## config.mk

```make
export PLATFORM = sky130hd
export DESIGN_NAME = hex_scan_display
export DESIGN_NICKNAME = d
export VERILOG_FILES = /design/src/rtl/hex_scan_display.sv
export SDC_FILE = /design/constraint.sdc
export NUM_CORES = 1
export LEC_CHECK = 0
export CAP_MARGIN = 20
export CORE_UTILIZATION = 40
export CTS_BUF_LIST = sky130_fd_sc_hd__clkbuf_4 sky130_fd_sc_hd__clkbuf_8 sky130_fd_sc_hd__clkbuf_16
export CTS_CLUSTER_DIAMETER = 150
export CTS_CLUSTER_SIZE = 12
export DETAILED_ROUTE_END_ITERATION = 10
export SLEW_MARGIN = 20
export SYNTH_ARGS = -nofsm -noshare
export SYNTH_HDL_FRONTEND = slang
export SYNTH_SLANG_ARGS = --single-unit
```

## constraint.sdc

```tcl
create_clock -name clk -period 1.78 [get_ports clk]
set_input_delay 0.356 -clock clk [delete_from_list [all_inputs] [get_ports clk]]
set_output_delay 0.356 -clock clk [all_outputs]
set_load 0.02 [all_outputs]
```

## src/rtl/hex_scan_display.sv

```systemverilog
// Registered multi-digit hex display driver: latches packed nibbles on load and drives
// a static per-digit segment bus plus a scanned segment/anode pair with blanking and blink.
module hex_scan_display #(
   parameter int unsigned NUM_DIGITS   = 4,
   parameter int unsigned SCAN_DIV     = 50000,
   parameter int unsigned BLANK_CYCLES = 16,
   parameter int unsigned BLINK_LOG2   = 6
) (
   input  logic                      clk,
   input  logic                      rst_n,
   input  logic                      load,
   input  logic [4*NUM_DIGITS-1:0]   value,
   input  logic [NUM_DIGITS-1:0]     blank_mask,
   input  logic                      lzs_en,
   input  logic                      blink_en,
   output logic [7*NUM_DIGITS-1:0]   hex_all,
   output logic [6:0]                seg,
   output logic [NUM_DIGITS-1:0]     an
);

   localparam int unsigned PW = (SCAN_DIV > 1) ? $clog2(SCAN_DIV) : 1;
   localparam int unsigned IW = (NUM_DIGITS > 1) ? $clog2(NUM_DIGITS) : 1;
   localparam int unsigned VW = 4 * NUM_DIGITS;
   localparam int unsigned HW = 7 * NUM_DIGITS;
   localparam logic [6:0]  SEG_DARK = 7'h7F;

   // Active-low {g,f,e,d,c,b,a} hex glyphs
   function automatic logic [6:0] hex7(input logic [3:0] d);
      logic [6:0] s;
      case (d)
         4'h0: s = 7'h40;
         4'h1: s = 7'h79;
         4'h2: s = 7'h24;
         4'h3: s = 7'h30;
         4'h4: s = 7'h19;
         4'h5: s = 7'h12;
         4'h6: s = 7'h02;
         4'h7: s = 7'h78;
         4'h8: s = 7'h00;
         4'h9: s = 7'h18;
         4'hA: s = 7'h08;
         4'hB: s = 7'h03;
         4'hC: s = 7'h27;
         4'hD: s = 7'h21;
         4'hE: s = 7'h06;
         default: s = 7'h0E;
      endcase
      return s;
   endfunction

   logic [VW-1:0]         val_q;
   logic [NUM_DIGITS-1:0] mask_q;
   logic                  valid_q;
   logic [PW-1:0]         presc_q;
   logic [IW-1:0]         idx_q;
   logic [BLINK_LOG2-1:0] bcnt_q;
   logic                  phase_q;

   logic [HW-1:0]         hex_d;
   logic [6:0]            seg_sel;
   logic [6:0]            seg_d;
   logic [NUM_DIGITS-1:0] an_d;
   logic [3:0]            nib;
   logic                  zero_run;
   logic                  dark;
   logic                  blank_win;
   logic                  presc_last;
   logic                  idx_last;

   assign presc_last = (presc_q == PW'(SCAN_DIV - 1));
   assign idx_last   = (idx_q == IW'(NUM_DIGITS - 1));
   assign blank_win  = (presc_q < PW'(BLANK_CYCLES));

   // Per-digit glyph with darkening; zero_run tracks an all-zero prefix from the top digit
   always_comb begin
      hex_d    = '1;
      nib      = 4'h0;
      zero_run = 1'b1;
      dark     = 1'b0;
      for (int i = int'(NUM_DIGITS) - 1; i >= 0; i--) begin
         nib      = val_q[4*i +: 4];
         zero_run = zero_run & (nib == 4'h0);
         dark     = !valid_q || mask_q[i] || (blink_en && phase_q) ||
                    (lzs_en && zero_run && (i != 0));
         hex_d[7*i +: 7] = dark ? SEG_DARK : hex7(nib);
      end
   end

   // Scanned slot: dark gap at slot start, then the selected digit with its anode
   always_comb begin
      seg_sel = SEG_DARK;
      for (int i = 0; i < int'(NUM_DIGITS); i++) begin
         if (idx_q == IW'(i)) seg_sel = hex_d[7*i +: 7];
      end
      seg_d = blank_win ? SEG_DARK : seg_sel;
      an_d  = blank_win ? '1 : ~(NUM_DIGITS'(1) << idx_q);
   end

   always_ff @(posedge clk or negedge rst_n) begin
      if (!rst_n) begin
         val_q   <= '0;
         mask_q  <= '0;
         valid_q <= 1'b0;
      end else if (load) begin
         val_q   <= value;
         mask_q  <= blank_mask;
         valid_q <= 1'b1;
      end
   end

   // Slot prescaler, digit index and frame-counted blink phase
   always_ff @(posedge clk or negedge rst_n) begin
      if (!rst_n) begin
         presc_q <= '0;
         idx_q   <= '0;
         bcnt_q  <= '0;
         phase_q <= 1'b0;
      end else begin
         presc_q <= presc_last ? '0 : presc_q + PW'(1);
         if (presc_last) begin
            idx_q <= idx_last ? '0 : idx_q + IW'(1);
            if (idx_last) begin
               bcnt_q <= bcnt_q + BLINK_LOG2'(1);
               if (&bcnt_q) phase_q <= ~phase_q;
            end
         end
      end
   end

   always_ff @(posedge clk or negedge rst_n) begin
      if (!rst_n) begin
         hex_all <= '1;
         seg     <= SEG_DARK;
         an      <= '1;
      end else begin
         hex_all <= hex_d;
         seg     <= seg_d;
         an      <= an_d;
      end
   end

endmodule
```

## Yosys cells after proc, flatten, opt, wreduce, memory -nomap -nowiden

Memory sizes are Yosys's and may differ from the RTL's.
Cells that the tools add are included.

| storage, ports and cells | value |
|---|---|
| output and inout port bits | 39 |
| memories | 4 |
| register bits | 85 |
| bits of input ports | 25 |
| memory bits (read-only) | 448 |

Memory list:

| name | depth | width | read ports | clocked after Yosys merged registers in | wr ports | line | source |
|---|---|---|---|---|---|---|---|
| (name not given) | 16 | 7 | 1 | 0 | 0 | 30 | `case (d)` |
| (name not given) | 16 | 7 | 1 | 0 | 0 | 30 |  |
| (name not given) | 16 | 7 | 1 | 0 | 0 | 30 |  |
| (name not given) | 16 | 7 | 1 | 0 | 0 | 30 |  |

| cells by class | value |
|---|---|
| reduce and logical (&&, ||, !) cells | 22 |
| bitwise logic cells | 4 |
| equal/unequal tests | 4 |
| $add $sub $neg | 3 |
| $lt $le $gt $ge | 1 |
| multiplexer cells | 12 |
| shift-type cells | 1 |

Operators by type and width:

| kind | count |
|---|---|
| $mux 7 | 9 |
| $add 16x1->16 const B | 1 |
| $eq 16x16->1 const B | 1 |
| $lt 16x5->1 const B | 1 |
| $mux 16 | 1 |
| $logic_not 4->1 | 3 |
| $logic_or 1x1->1 | 11 |
| $reduce_and 8->1 | 1 |
| $add 6x1->6 const B | 1 |
| $eq 2x2->1 const B | 2 |
| $logic_and 1x1->1 | 4 |
| $mux 4 | 1 |
| $not 4->4 | 1 |
| $shl 1x2->4 const A | 1 |
| $add 2x1->2 const B | 1 |
| $and 1x1->1 | 2 |
| $eq 2x1->1 const B | 1 |
| $logic_not 2->1 | 1 |
| $mux 2 | 1 |
| $reduce_and 2->1 | 1 |
| $logic_not 1->1 | 1 |
| $not 1->1 | 1 |

## Longest topological paths before layout

Gate-level depths: netlist (run 1).

| logic depth | value |
|---|---|
| depth in word-level cells | 10 |
| gate-level depth with buffers | 7 |

## Worst setup path before layout (run 1)

No wires, ideal clock.

| timing | value |
|---|---|
| kind | register -> register |
| from | reg val_q[12] |
| to | reg seg[0] |
| required time | 1.716 ns |
| arrival | 1.626 ns |
| slack | 0.089 ns |
| buffers on the path | 0 |
| clock period less this slack | 1.691 ns |
| library setup time | 0.064 ns |
| cell stages (with the launch flop) | 8 |
| cell sequence | dfrtp_1 inv_1 ha_1 and4bb_4 nand4_1 nand3_1 o221ai_1 nand3_1 |

| between the ends | value |
|---|---|
| cells in the longest elaborated chain, start to end | 10 |

RTL lines:

| element | line | source |
|---|---|---|
| from (decl) | 51 | `logic [VW-1:0] val_q;` |
| from (signal assigned) | 105 | `val_q <= value;` |
| $logic_not 4->1 | 82 | `zero_run = zero_run & (nib == 4'h0);` |
| $and 1x1->1 (2 in a row) | 82 |  |
| $logic_and 1x1->1 | 84 | `(lzs_en && zero_run && (i != 0));` |
| $logic_or 1x1->1 | 83 | `dark = !valid_q \|\| mask_q[i] \|\| (blink_en && phase_q) \|\|` |
| $mux 7 | 85 | `hex_d[7*i +: 7] = dark ? SEG_DARK : hex7(nib);` |
| $mux 7 (2 in a row) | 93 | `if (idx_q == IW'(i)) seg_sel = hex_d[7*i +: 7];` |
| $mux 7 (*) | 93 |  |
| $mux 7 (*) | 95 | `seg_d = blank_win ? SEG_DARK : seg_sel;` |
| via seg_d[0] | 61 | `logic [6:0] seg_d;` |
| to (signal assigned) | 137 | `seg <= seg_d;` |
| to (decl) | 17 | `output logic [6:0] seg,` |

The timed path passes the listed nets; every way through them passes the cells marked *.
A chain may end at the register's enable or synchronous reset.

## Worst setup path in the final report (run 1)

| timing | value |
|---|---|
| from | reg val_q[12] |
| to | reg seg[0] |

RTL lines:

| element | line | source |
|---|---|---|
| parallel branches: the longest is 3 deep, another holds $mem_v2 16x7 | -- |  |
| $mux 7 (*) | 85 |  |
| via hex_d[21] | 59 | `logic [HW-1:0] hex_d;` |
| $mux 7 (*) | 93 |  |
| $mux 7 (*) | 95 |  |
| via seg_d[0] | 61 |  |

Mark *: on every way through the listed nets, which the timed path passes.

==> impl_metrics.ini, run 1 <==
[setup_path]
cp_max_fo = 7
startpoint_type = flop
r2r_start = val_q[12]
critPathKind = reg2reg
end_kind = flop
worstRegToRegCells = 8
rrSetupSlack_ns = 0.05
critPathArrivalTime_ns = 2.02
endpoint = seg[0]
r2r_end = seg[0]
cp.required_ns = 2.07
cp-startpoint = val_q[12]

[synth]
ys.flop_type = dfrtp_1
synth.most_common_cell = dfrtp_1
synth_edf_count = 0
synth_cells = 394
ys_seq_area_share_pct = 51.1
synthArstFlopShare_pct = 100
syn_nets = 444
ys_warn_count = 0
netlist_area_mm2 = 0.00426
yosysTopAreaCellShare_pct = 27.0
yosys.area.top_type = dfrtp_1
ys_ff_latch = 85
yosysUniqueCellTypes = 47
avgSynthCellArea_um2 = 10.8
synth_area_leaders = dfrtp_1 27%, dfstp_2 24%, ha_1 7.3%, o21ai_0 3.8%, mux2_2 3.7%
ys_top_cells_by_count = 46 x dfrtp_1, 39 x dfstp_2, 38 x nand2_1

[route]
route.top_layer_used = met4
wl_met1_mm = 4.60
wl_mm = 9.92
drt_iter0_markers = 129
met3_length_um = 262
drtAntennaViolNets = 0
via_per_inst = 5.07
first_pass_iters = 4
wl_met2_mm = 4.80
num_vias = 3326
wl_per_cell_um = 15.1
drc = 0

[timing]
slew_violations = 0
layout_min_cycle_time_ns = 1.73
worst_slack_ns = 0.0543
fin_hold_ws_ns = 0.460
relSlewSlack_pct = 61.8
fmax_mhz = 579
fin_tns_setup_ns = 0
rsz0062_at_grt = true
setup_viol = 0
fin_crit_sh_pct = 96.9
hold_viol = 0
fin_skew_ns = 0.00972
worst_pin_slew_ns = 0.572

[global_route]
grt_pass1_wl_mm = 16.2
grt_pass1_vias = 3247
grt_start_max_net_pins = 35
overflow = 0
grt_use_total_pct = 19.0
antenna_found_initial = 0

[power]
pwr-share-seq_pct = 45.2
p_per_area_mw_per_mm2 = 862
leakagePower_nw = 2.51
p_switching_mw = 1.45
p_int_mw = 3.56
comb_power_share_pct = 24.1
sw_frac_of_total_pct = 28.9
power.total_mw = 5.01
irDropWorstVdd_mv = 0.386
clockPowerShare_pct = 30.7

[clock_tree]
clk_pin_slew_ns = 0.09
clock_latency_ns = 0.37
htree_levels = 3
clockRootBuffer = clkbuf_8
cts_num_sinks = 85
clock_path_buffers = 2
cts_tree = yes
cts_buffers = 9

[floorplanning]
dieArea_mm2 = 0.0111
row_count = 37
placeableCoreArea_mm2 = 0.0103
pin_count = 64
start_util_pct = 41.2
die_y_um = 105
die_w_um = 105

[layout]
final_cells = 656
diodes = 0
design_area_mm2 = 0.00581
finalCoreUtilization_pct = 56.3
final_layout_size_suffix_gt1_share_pct = 32.5
fin_nets = 565
area_delta_synth_final_pct = 36.5

[place]
dpl_worst_slack_ns = -0.290
io_buffers = 63
place_area_mm2 = 0.00544
dp.cells = 632
gp_congestion = 0.853
dp_hpwl_mm = 7.29

[job]
maxCapViolCount = 0

[run_status]
status = finished clean

[hold_path]
hp-class = in2async
==> layout make-up <==
type	instances	area [um2]
clock buffers	10	138
clock inverters	6	86.3
fillers	908	4510
inverters	15	56.3
multi-input cells	278	2090
flip-flops and latches	85	2180
well taps	136	170
repair buffers	126	1100
==> power by group through the flow <==
stage / combinational, mW / sequential [mW] / clock (mW)
3_5_place_dp: 1.20 / 2.30 / 0
5_1_grt: 1.31 / 2.28 / 1.64
4_1_cts: 1.16 / 2.26 / 1.58
6_report: 1.21 / 2.26 / 1.54
3_3_place_gp: 1.19 / 2.30 / 0
2_1_floorplan: 0.414 / 2.46 / 0
==> metal layers <==
layer | vias up | GRT usage [%]
li1 | 1638 | -
met3 | 19 | 2.81
met4 | 0 | 9.46
met2 | 74 | 30.3
met1 | 1595 | 25.4
met5 | - | 0
==> flip-flops by register name, indices dropped and copies added (netlist names) <==
signal,flops
an,4
bcnt_q,6
hex_all,28
idx_q,2
mask_q,4
phase_q,1
presc_q,16
seg,7
val_q,16
valid_q,1
==> worst min path at each step <==
stage | startpoint | to | slack, ns
floorplan | rst_n | bcnt_q[0] | 0.06
global placement | rst_n | val_q[6] | 0.32
detailed placement | rst_n | val_q[7] | 0.33
CTS | rst_n | val_q[4] | 0.48
global route | rst_n | val_q[4] | 0.50
finish | rst_n | val_q[4] | 0.46
==> critical path, stage by stage (launching register included) <==
cell,delay [ns]
dfrtp_1,0.36
inv_2,0.06
ha_4,0.15
and4bb_4,0.22
nor3_4,0.19
buf_6,0.16
o311ai_1,0.13
a22oi_1,0.26
nand3_1,0.11
==> kinds of logic (layout without fill, tap and decap cells) <==
logic type,after synthesis,count (layout),synth area share [%]
AO/OA/AOI/OAI,77,77,12.2
XOR/XNOR,20,20,4.11
adder cells (fa/ha/maj),25,25,7.35
buffers and inverters,31,157,2.94
flip-flops,85,85,51.1
multiplexers,19,19,5.47
AND/OR/NAND/NOR,137,137,16.8
==> timing repair <==
action                     CTS  global route
setup endpoints to repair   45            14
buffers inserted             5             2
hold buffers                 1             0
hold endpoints to repair    14             0
pin swaps                   10            12
resized for setup           51            22
==> cell usage in the layout, fill, tap and decap left out, types with 3 or more instances in the layout <==
cell type        instances
mux2_2                  14
nand4_1                  7
nor2_1                  25
xnor2_1                 10
o221ai_1                 5
mux2i_1                  3
inv_1                   12
o311ai_2                 3
dfrtp_1                 46
clkbuf_8                10
o211ai_1                12
dlygate4sd2_1           39
o21ai_1                  4
nand2b_1                 6
ha_1                    22
buf_12                   3
nand2_1                 38
buf_4                   58
or3_1                    5
nor2b_1                  8
nand3_1                 22
clkdlybuf4s50_1         23
o21ai_0                 26
dfstp_2                 39
inv_2                    3
xor2_1                  10
and3_1                   3
a22oi_1                  6
o21ai_2                  3
nand3b_1                 3
a21oi_1                  3
Note: power is estimated with default switching activity, not from simulation.
==> inputs of run 2 (changes only) <==
ABC_CLOCK_PERIOD_IN_PS = 1780   (was unset)
GPL_TIMING_DRIVEN = 0   (was unset)
==> impl_metrics.ini, run 2 (same netlist as run 1, synthesis figures left out) <==
[place]
dp_hpwl_mm = 7.21
place_area_mm2 = 0.00508
dpl_worst_slack_ns = -0.546
io_buffers = 63
dp.cells = 594
gp_congestion = 0.825

[clock_tree]
clk_pin_slew_ns = 0.09
cts_tree = yes
cts_num_sinks = 85
clock_latency_ns = 0.35
cts_buffers = 9
clockRootBuffer = clkbuf_8
clock_path_buffers = 2
htree_levels = 3

[global_route]
grt_start_max_net_pins = 60
grt_pass1_vias = 3261
antenna_found_initial = 0
grt_use_total_pct = 19.7
grt_pass1_wl_mm = 16.7
overflow = 0

[layout]
design_area_mm2 = 0.00574
mostFrequentLayoutCell = dfrtp_1
diodes = 0
finalCoreUtilization_pct = 55.6
final_layout_size_suffix_gt1_share_pct = 31.4
largest_reg_flops = 28
final_cell_mix = 45 x dfrtp_1, 39 x dfstp_2, 39 x dlygate4sd2_1
top_register = hex_all
top_regs = hex_all x28, presc_q x16, val_q x16
final_cells = 643
area_delta_synth_final_pct = 34.8
fin_nets = 552

[power]
p_per_area_mw_per_mm2 = 861
leakagePower_nw = 2.43
p_int_mw = 3.54
sw_frac_of_total_pct = 28.4
irDropWorstVdd_mv = 0.412
pwr-share-seq_pct = 45.9
power.total_mw = 4.94
comb_power_share_pct = 22.8
p_switching_mw = 1.40
clockPowerShare_pct = 31.3

[timing]
worst_slack_ns = -0.0197
rsz0062_at_grt = true
fin_skew_ns = 0.0103
relSlewSlack_pct = 59.2
fin_crit_sh_pct = 101
fmax_mhz = 556
worst_pin_slew_ns = 0.612
fin_hold_ws_ns = 0.466
slew_violations = 0
fin_tns_setup_ns = -0.0197
setup_viol = 1
layout_min_cycle_time_ns = 1.80
hold_viol = 0

[route]
drtAntennaViolNets = 0
first_pass_iters = 4
wl_mm = 10.4
num_vias = 3341
via_per_inst = 5.20
drc = 0
wl_per_cell_um = 16.2
drt_iter0_markers = 164

[floorplanning]
row_count = 37
die_y_um = 105
pin_count = 64
start_util_pct = 41.2
dieArea_mm2 = 0.0111
die_w_um = 105
placeableCoreArea_mm2 = 0.0103

[setup_path]
startpoint_type = flop
end_kind = flop
cp_max_fo = 6
critPathKind = reg2reg
critPathArrivalTime_ns = 2.06
cp.required_ns = 2.04

[run_status]
violations = negative setup slack
status = finished, violations left

[hold_path]
hp-class = in2async

[job]
maxCapViolCount = 0
-- run 2: cell types whose count changed in the layout (fill, tap and decap cells not counted), sizes merged --
| cell | before | now |
|---|---|---|
| bufinv | 2 | 1 |
| clkinv | 3 | 0 |
| clkbuf | 10 | 25 |
| buf | 63 | 39 |
-- run 2: final timing paths --
kind                       startpoint          end  slack (ns)  depth (start not counted)
max                         val_q[13]       seg[3]       -0.02                          8
min                             rst_n     val_q[6]        0.47                          2
max reg2reg                 val_q[13]       seg[3]       -0.02                          8
min reg2reg                   valid_q      valid_q        0.47                          1
max in group asynchronous       rst_n  hex_all[20]        0.66                          3
min in group clk              valid_q      valid_q        0.47                          1
-- run 2: final cells by class --
cell class / count / area (um2)
plain buffers: 15 / 72.6
clock buffers: 14 / 198
clock inverters: 2 / 37.5
fillers: 944 / 4590
inverters: 15 / 56.3
multi-input cells: 278 / 2150
flip-flops and latches: 85 / 2180
well taps: 136 / 170
repair buffers: 98 / 880
-- run 2: repair_timing --
| item | 4_1_cts | 5_1_grt |
|---|---|---|
| gates resized for setup | 58 | 36 |
| pin swaps | 14 | 22 |
| buffers inserted | 17 | 16 |
| hold endpoints to repair | 13 | 0 |
| hold buffers | 1 | 0 |
| endpoints found under the setup margin | 68 | 27 |
-- run 2: power by group through the flow --
stage	clock [mW]	sequential (mW)	combinational (mW)
after global placement	0	2.31	1.02
after detailed placement	0	2.31	1.04
final	1.54	2.27	1.13
after floorplan	0	2.46	0.414
after global routing	1.65	2.29	1.23
after CTS	1.58	2.27	1.04
-- run 2: layer usage --
layer / vias up / global-route usage [%] / share of wire (%)
met4: 0 / 8.75 / 2.8
met1: 1623 / 26.4 / 45
met3: 24 / 3.31 / 3.4
met5: - / 0 / 0
li1: 1608 / - / -
met2: 86 / 31.4 / 49
-- run 2: worst max-delay path, stage by stage (launching register included) --
cell and delay [ns]:
dfrtp_1 0.38, inv_2 0.06, ha_4 0.16, and4bb_4 0.23
a211oi_4 0.27, buf_6 0.16, o211ai_1 0.12, a22oi_1 0.22
nand3_1 0.10
==> inputs of run 3 (changes only) <==
CORE_ASPECT_RATIO = 0.6   (was unset)
==> impl_metrics.ini, run 3 (same netlist as run 1, synthesis figures left out) <==
[power]
comb_power_share_pct = 20.9
p_per_area_mw_per_mm2 = 935
leakagePower_nw = 2.45
power.total_mw = 5.42
pwr-share-seq_pct = 41.8
irDropWorstVdd_mv = 0.573
p_int_mw = 3.93
clockPowerShare_pct = 37.4
sw_frac_of_total_pct = 27.6
p_switching_mw = 1.50

[timing]
worst_pin_slew_ns = 0.663
slew_violations = 0
fin_crit_sh_pct = 101
hold_viol = 0
relSlewSlack_pct = 55.8
fin_skew_ns = 0.00625
fmax_mhz = 559
worst_slack_ns = -0.00948
rsz0062_at_grt = true
setup_viol = 1
layout_min_cycle_time_ns = 1.79

[setup_path]
path_buf_inv = 1
worstRegToRegCells = 6
critical_path.top_delay_family = compound AO/OA/AOI/OAI gates
startpoint_type = flop
critPathKind = reg2reg
critPathArrivalTime_ns = 2.05
crit_path_top_delay_cell = dfrtp_2
cp.required_ns = 2.04
path_cells = buf_4, ha_1, a211oi_2, o2111ai_2, o221ai_2, nand3_1
cp_max_fo = 4
crit_cells = 6
end_kind = flop
max_stage_delay_ns = 0.40

[route]
via_per_inst = 5.22
drc = 0
wl_per_cell_um = 16.6
wl_mm = 10.6
num_vias = 3313
drt_iter0_markers = 193
first_pass_iters = 4
drtAntennaViolNets = 0

[hold_path]
hp-class = reg2reg
hold_depth = 1

[layout]
diodes = 0
fillers = 869
multi_input_comb_area_mm2 = 0.00218
regArea_mm2 = 0.00218
final_layout_size_suffix_gt1_share_pct = 31.6
top_register = hex_all
top_regs = hex_all x28, presc_q x16, val_q x16
area_delta_synth_final_pct = 36.3
largest_reg_flops = 28
final_cells = 635
final_cell_mix = 41 x dfrtp_1, 39 x dfstp_2, 39 x dlygate4sd2_1
mostFrequentLayoutCell = dfrtp_1
fin_nets = 545

[clock_tree]
clock_latency_ns = 0.34
cts_buffers = 9
clock_path_buffers = 2
clk_pin_slew_ns = 0.06
clockRootBuffer = clkbuf_16
cts_num_sinks = 85
cts_tree = yes
htree_levels = 3

[global_route]
grt_pass1_wl_mm = 16.6
grt_use_total_pct = 20.4
overflow = 0
antenna_found_initial = 0
grt_start_max_net_pins = 53
grt_pass1_vias = 3093

[floorplanning]
dieArea_mm2 = 0.0111
placeableCoreArea_mm2 = 0.0101
start_util_pct = 42.2
die_y_um = 81.9
die_w_um = 135
pin_count = 64
row_count = 28

[place]
dp.cells = 593
io_buffers = 63
dpl_worst_slack_ns = -0.517
dp_hpwl_mm = 7.54
gp_congestion = 0.867

[run_status]
violations = negative setup slack
status = finished, violations left

[job]
maxCapViolCount = 0
-- run 3: cell count changes in the layout (fill, tap and decap cells not counted), moves of 2 or more --
| cell | change |
|---|---|
| a22oi_1 | +3 |
| a22oi_2 | -3 |
| buf_4 | -4 |
| buf_6 | -2 |
| clkbuf_16 | +8 |
| clkbuf_4 | -3 |
| clkbuf_8 | -11 |
| clkinv_2 | +2 |
| dfrtp_1 | -4 |
| dfrtp_2 | +4 |
| nor2_1 | -2 |
| o221ai_1 | -5 |
| o221ai_2 | +5 |
| o311ai_1 | +2 |
-- run 3: area by class of cell --
| cell class | count | area share [%] |
|---|---|---|
| clock inverter | 6 | 1.49 |
| timing repair buffer | 91 | 14.1 |
| sequential | 85 | 37.6 |
| clock buffer | 10 | 4.12 |
| inverter | 15 | 1.01 |
| tap | 135 | 2.91 |
| multi-input combinational | 278 | 37.5 |
| buffer | 15 | 1.21 |
-- run 3: worst paths after layout --
check	from	to	slack [ns]
worst min-delay path	valid_q	valid_q	0.46
worst max register to register	val_q[5]	seg[5]	-0.009
max in group asynchronous	rst_n	hex_all[0]	0.61
worst max-delay path	val_q[5]	seg[5]	-0.009
min in group asynchronous	rst_n	val_q[9]	0.52
worst min register to register	valid_q	valid_q	0.46
-- run 3: timing repair --
item                                    4_1_cts  5_1_grt
hold buffers                                  1        0
buffers inserted                             10       16
gates resized for setup                      68       34
pin swaps                                    15       22
hold endpoints to repair                     20        0
endpoints found under the setup margin       58       25
-- run 3: per-layer routing --
metal / track usage (%) / share of wire, % / vias up / routed length, um
met5: 0 / 0 / - / 0
met4: 5.73 / 0.95 / 0 / 100
met3: 4.75 / 6.1 / 10 / 644
met2: 27.9 / 41 / 94 / 4310
met1: 31.3 / 52 / 1610 / 5500
li1: - / - / 1599 / -
-- run 3: power groups by stage --
| stage | Combinational (mW) | Sequential, mW | Clock (mW) |
|---|---|---|---|
| after CTS | 1.06 | 2.27 | 2.07 |
| after detailed placement | 1.05 | 2.31 | 0 |
| after floorplan | 0.414 | 2.46 | 0 |
| final | 1.13 | 2.26 | 2.03 |
| after global placement | 1.04 | 2.31 | 0 |
| after global routing | 1.23 | 2.29 | 2.15 |
-- run 3: per-stage QoR --
| stage | instance area [um2] | hold slack (ns) | util, % | TNS, ns |
|---|---|---|---|---|
| 3_3_place_gp | 5060 | 0.451 | 50.1 | -192.99 |
| 6_report | 5800 | 0.459 | 57.5 | -0.00948 |
| 2_1_floorplan | 4260 | 0.0604 | - | 0 |
| 4_1_cts | 5550 | 0.468 | 55.0 | 0 |
| 3_5_place_dp | 5080 | 0.346 | 50.4 | -6.29 |
| 5_1_grt | 5800 | 0.478 | 57.5 | -0.384 |
